**src/rtl/load_store_unit.sv**
```systemverilog
// load_store_unit: splits byte/word CPU accesses into word bus cycles
// ports: clk/rst_n, req_* from execute, resp_* completion, mem_* decoder bus
package lsu_pkg;
  typedef struct packed {
    logic ph0;
  } clock_t;
endpackage

module load_store_unit
  import lsu_pkg::*;
(
  input  clock_t      clk,
  input  logic        rst_n,
  input  logic        req_valid,
  output logic        req_ready,
  input  logic        req_write,
  input  logic        req_byte,
  input  logic        req_signed,
  input  logic [15:0] req_addr,
  input  logic [15:0] req_wdata,
  output logic        resp_valid,
  output logic [15:0] resp_rdata,
  output logic        resp_err,
  output logic        mem_w_en,
  output logic [15:0] mem_addr,
  output logic [15:0] mem_data_w,
  input  logic [15:0] mem_data_r
);

  typedef enum logic [2:0] {
    IDLE,
    RD_ISSUE,
    RD_CAP,
    WR,
    RESP
  } state_t;

  state_t      state;
  logic [1:0]  phase;
  logic        op_write;
  logic        op_byte;
  logic        op_signed;
  logic        op_odd;
  logic        op_unal;
  logic [15:0] op_w;
  logic [15:0] op_wdata;
  logic [7:0]  rd0_hi;

  logic ph0;
  assign ph0 = clk.ph0;

  logic [15:0] a_w;
  logic [15:0] a_w2;
  logic        a_unal;
  logic        a_win_w;
  logic        a_win_w2;
  logic        a_err;
  logic        a_direct;

  assign a_w      = {req_addr[15:1], 1'b0};
  assign a_w2     = a_w + 16'd2;
  assign a_unal   = req_addr[0] & ~req_byte;
  assign a_win_w  = (a_w[15:12] == 4'h7);
  assign a_win_w2 = (a_w2[15:12] == 4'h7);
  assign a_err    = a_unal & (a_win_w | a_win_w2);
  // writes needing no read: aligned word, or MMIO byte
  assign a_direct = req_write & ~a_unal
                  & (~req_byte | a_win_w);

  logic        second;
  logic        more;
  logic [15:0] op_w2;

  assign second = (phase == 2'd1);
  assign more   = op_unal & ~second;
  assign op_w2  = op_w + 16'd2;

  logic [7:0]  ld_byte;
  logic [15:0] ld_data;

  assign ld_byte = op_odd ? mem_data_r[15:8]
                          : mem_data_r[7:0];

  always_comb begin
    ld_data = mem_data_r;
    if (op_byte)
      ld_data = {{8{op_signed & ld_byte[7]}},
                 ld_byte};
    else if (op_unal)
      ld_data = {mem_data_r[7:0], rd0_hi};
  end

  logic [7:0]  ins_byte;
  logic        ins_hi;
  logic [15:0] st_data;

  // split store: low data byte to W[15:8],
  // high data byte to W2[7:0]
  assign ins_byte = (op_unal & second)
                  ? op_wdata[15:8]
                  : op_wdata[7:0];
  assign ins_hi   = op_unal ? ~second : op_odd;
  assign st_data  = ins_hi
                  ? {ins_byte, mem_data_r[7:0]}
                  : {mem_data_r[15:8], ins_byte};

  assign req_ready = (state == IDLE);

  always_ff @(posedge ph0 or negedge rst_n) begin
    if (!rst_n) begin
      state      <= IDLE;
      phase      <= 2'd0;
      op_write   <= 1'b0;
      op_byte    <= 1'b0;
      op_signed  <= 1'b0;
      op_odd     <= 1'b0;
      op_unal    <= 1'b0;
      op_w       <= 16'h0000;
      op_wdata   <= 16'h0000;
      rd0_hi     <= 8'h00;
      resp_valid <= 1'b0;
      resp_rdata <= 16'h0000;
      resp_err   <= 1'b0;
      mem_w_en   <= 1'b0;
      mem_addr   <= 16'h0000;
      mem_data_w <= 16'h0000;
    end else begin
      case (state)
        IDLE: begin
          if (req_valid) begin
            op_write  <= req_write;
            op_byte   <= req_byte;
            op_signed <= req_signed;
            op_odd    <= req_addr[0];
            op_unal   <= a_unal;
            op_w      <= a_w;
            op_wdata  <= req_wdata;
            phase     <= 2'd0;
            unique case (1'b1)
              a_err: begin
                state      <= RESP;
                resp_valid <= 1'b1;
                resp_err   <= 1'b1;
              end
              a_direct: begin
                state      <= WR;
                mem_addr   <= a_w;
                mem_w_en   <= 1'b1;
                mem_data_w <= req_byte
                  ? {8'h00, req_wdata[7:0]}
                  : req_wdata;
              end
              default: begin
                state    <= RD_ISSUE;
                mem_addr <= a_w;
              end
            endcase
          end
        end
        RD_ISSUE: begin
          state <= RD_CAP;
        end
        RD_CAP: begin
          if (op_write) begin
            state      <= WR;
            mem_w_en   <= 1'b1;
            mem_data_w <= st_data;
          end else if (more) begin
            rd0_hi   <= mem_data_r[15:8];
            phase    <= 2'd1;
            mem_addr <= op_w2;
            state    <= RD_ISSUE;
          end else begin
            resp_valid <= 1'b1;
            resp_rdata <= ld_data;
            mem_addr   <= 16'h0000;
            state      <= RESP;
          end
        end
        WR: begin
          mem_w_en   <= 1'b0;
          mem_data_w <= 16'h0000;
          if (more) begin
            phase    <= 2'd1;
            mem_addr <= op_w2;
            state    <= RD_ISSUE;
          end else begin
            resp_valid <= 1'b1;
            mem_addr   <= 16'h0000;
            state      <= RESP;
          end
        end
        RESP: begin
          resp_valid <= 1'b0;
          resp_err   <= 1'b0;
          resp_rdata <= 16'h0000;
          state      <= IDLE;
        end
        default: begin
          state    <= IDLE;
          mem_w_en <= 1'b0;
          mem_addr <= 16'h0000;
        end
      endcase
    end
  end

endmodule

```
**config.mk**
```make
export PLATFORM = sky130hd
export DESIGN_NAME = load_store_unit
export DESIGN_NICKNAME = d
export VERILOG_FILES = /design/src/rtl/load_store_unit.sv
export SDC_FILE = /design/constraint.sdc
export NUM_CORES = 1
export LEC_CHECK = 0
export CORE_MARGIN = 3
export CORE_UTILIZATION = 30
export CTS_CLUSTER_SIZE = 25
export DETAILED_ROUTE_END_ITERATION = 8
export SLEW_MARGIN = 40
export SYNTH_ARGS = -nofsm -noshare
export SYNTH_HDL_FRONTEND = slang
export SYNTH_SLANG_ARGS = --single-unit
export TNS_END_PERCENT = 50
```
**constraint.sdc**
```tcl
create_clock -name clk -period 5.83 [get_ports clk]
set_input_delay 1.166 -clock clk [delete_from_list [all_inputs] [get_ports clk]]
set_output_delay 1.166 -clock clk [all_outputs]
set_load 0.03 [all_outputs]
```
==> results by group <==
Worst setup path
  – FF-to-FF End: rd0_hi[1]
  – Worst r2r path cells: 4
  – RR Startpoint: state[1]
  – Critical path required time: 6.07 ns
  – CP max stage delay: 0.72 ns
  – FF-to-FF setup slack: 2.82 ns
  – CP Class: primary input to flop
  – Crit path cell chain: clkdlybuf4s50_1 > nand4b_1 > a2111oi_0 > o221ai_4 > mux2_2
  – Critical-path top delay cell: a2111oi_0
  – CP Launch Type: primary input
  – Critical path capture point type: flop
  – Critical Path AT: roughly 3.5 ns
  – Crit Path Max Fanout: 31

Logic synthesis
  – Asr flop ratio synth: 100.0%
  – Compound-Gate Fraction of Synth Area: about 15%
  – Post-synthesis sequential area ratio: 48.29%
  – Share of the synthesized area in the top cell type: 48.29%
  – Syn Inst Count: ~550
  – Yosys top cell by area: dfrtp_1
  – Synth Area in XOR/XNOR: under 10%
  – Post-synth cell types: 57
  – Simple-gate portion of the synthesized area: 19.12%
  – Mapped Area: 0.005079 sq mm
  – Largest family of logic cells by synthesized area: simple AND/OR/NAND/NOR gates
  – Ys flop type: dfrtp_1
  – Syn. warnings: 0
  – Yosys reg bits: 98
  – Mux contribution to synthesized area: 11.75%
  – Largest cells by area after synthesis: dfrtp_1 48%, nand2_1 12%, mux2_2 8.2%
  – Post-synth EDFFs: 0
  – Synth Area per Inst: 9.251 sq um
  – Mapped Nets: 604
  – Adder-cell share of the synthesized area: 0.2464%

Clock tree
  – Clk sinks: 98
  – Clock Latency Late Sink: 0.35 ns
  – Hold Buf Count CTS: 0
  – Postcts setup bufs: 0
  – PostCTS Resize Cnt: 0
  – CTS H-tree depth: 3
  – Clk pin slew, worst setup/hold paths: 0.07 ns
  – TritonCTS clock tree: built
  – Root buffer cell: clkbuf_16
  – Num CTS Buffers: 9
  – CTS Buffer Depth: 2

Timing
  – Maximum clock rate: 0.3111 GHz
  – RSZ-0062 raised after global routing: no
  – Endpoints failing setup: 0
  – Worst Skew: between 0.008 and 0.009 ns
  – Worst hold slack: 0.4843 ns
  – Slew margin rel.: 45.73%
  – Final Hold Vio Count: 0
  – Final Max Slew Viols: 0
  – Tcrit/Tclk final: 55.14%
  – Setup tns final: 0 ns
  – Measured slew at the worst slew-check pin: roughly 0.81 ns
  – Final Critical Period: roughly 3.2 ns

Global routing
  – Pin count of the biggest net entering global routing: 52
  – GR Overflow Total: 0
  – Total GRT Usage: approximately 17%
  – Vias in the first global route: 4457
  – Antenna violations before repair: 0
  – First-pass GRT wire length: 24160 um

Floorplanning
  – Rows: 46
  – Die Width: 136.1 um
  – Die H: around 140 um
  – Initial core utilization: between 30% and 40%
  – Die area: around 0.019 sq mm
  – Top Ports: 106
  – Core area: 0.01623 sq mm

Cells and area
  – Final Net Count: about 700
  – Share of layout cells above drive strength 1: 11.53%
  – Design area: approximately 0.0066 sq mm
  – Most frequent cells in the layout: 166 x nand2_1, 103 x clkdlybuf4s50_1, 97 x dfrtp_1
  – Antenna diodes: 0
  – Most common cell after layout, fill and taps aside: nand2_1
  – Area Growth Syn to Fin: 30.40%

Placement
  – Placed Area: 0.006296 sq mm
  – GP Congestion: 0.8407
  – Port Buffers: about 100
  – Dpl hpwl: 10840 um

Drt
  – DRT Wirelength: about 15000 um
  – 1st-iter DRT viols: 385
  – ANT nets after route: 0
  – DR vias/cell: 5.142
  – DR pass1 iterations: 4
  – Remaining DRCs: 0
  – Vias after detailed routing: 4412
  – WL/cell: 17.87 um

Power
  – LEAKAGE: ~2.8 nW
  – Worst IR Drop VDD: roughly 0.26 mV
  – Power Density: between 500 and 600 mW/mm^2
  – Power Total: 3.681 mW

Worst hold path
  – Min-Delay Endpoint: op_wdata[10]
  – Hold Path Depth: 2
  – Worst Hold Class: flop to flop
  – Hold_sp: op_wdata[10]

Flow run
  – Max-cap violations: 0

Outcome
  – Status: complete, no violations
cells by family (layout without fill, tap and decap cells):
kind of cell             after synthesis  count (layout)
XOR/XNOR                              11              11
other                                  1               1
flip-flops                            98              98
multiplexers                          55              55
AO/OA/AOI/OAI                        115             115
buffers and inverters                 41             134
AND/OR/NAND/NOR                      227             227
adder cells (fa/ha/maj)                1               1
flip-flops by register name, summed over array words and instances, names as in the netlist, 3 cells and up:
name and count:
resp_rdata 16, rd0_hi 8, mem_data_w 16, op_w 15
op_wdata 16, mem_addr 15, state 3
where the power goes:
group	internal, mW	switching (mW)
clock network	0.336	0.278
registers	0.984	0.321
logic	0.753	1.01
total	2.07	1.61
worst max-delay path: cells and delay by family:
family	cells	cell delay [ns]
buf+inv	1	0.48
compound gates	2	1.18
simple gates	1	0.24
mux	1	0.38
cell type report:
cell class	count	area [sq um]
sequential	98	2454
clock buffer	9	225.2
inverter	10	37.54
multi-input combinational	410	2491
timing repair buffer	108	1069
fill	1617	9608
clock inverter	7	76.32
tap	216	270.3
synthesized netlist by cell type, types with 3 or more instances:
cell type,number
mux2i_1,18
xnor2_1,6
a22oi_1,8
a21oi_1,16
nor3_1,6
nor2b_1,3
o21ai_0,36
mux2_2,37
dfrtp_1,98
nand2b_1,3
nand2_1,167
o31ai_1,6
nand3_1,16
buf_2,9
o211ai_1,9
a2bb2oi_1,4
a32oi_1,7
clkbuf_1,17
xor2_1,5
nor2_1,15
buf_4,3
nand4_1,4
inv_1,9
o22ai_1,6
layer usage:
metal / vias to the layer above / track usage [%] / part of all wire (%)
met3: 15 / 4.256 / 5.7
met5: - / 0 / 0
met1: 2155 / 22.11 / 44
met4: 0 / 4.143 / 1.3
met2: 144 / 28.01 / 49
li1: 2098 / - / -
per-stage QoR:
stage | std cells | utilization, % | setup slack, ns
after floorplan | 549 | - | 3.322
after global routing | 858 | 40.80 | 2.494
after detailed placement | 842 | 38.79 | 2.252
final | 858 | 40.80 | 2.615
after global placement | 842 | 38.68 | 2.323
after CTS | 858 | 40.65 | 2.629
worst max path at each step:
stage	slack (ns)	to	start
floorplan	3.32	req_ready	state[0]
global placement	2.32	mem_data_w[4]	req_addr[0]
detailed placement	2.25	mem_data_w[4]	req_addr[15]
CTS	2.63	mem_data_w[4]	req_addr[15]
global route	2.49	mem_data_w[4]	req_addr[15]
finish	2.62	mem_data_w[4]	req_addr[15]
Power figures use the tool's default switching activity.
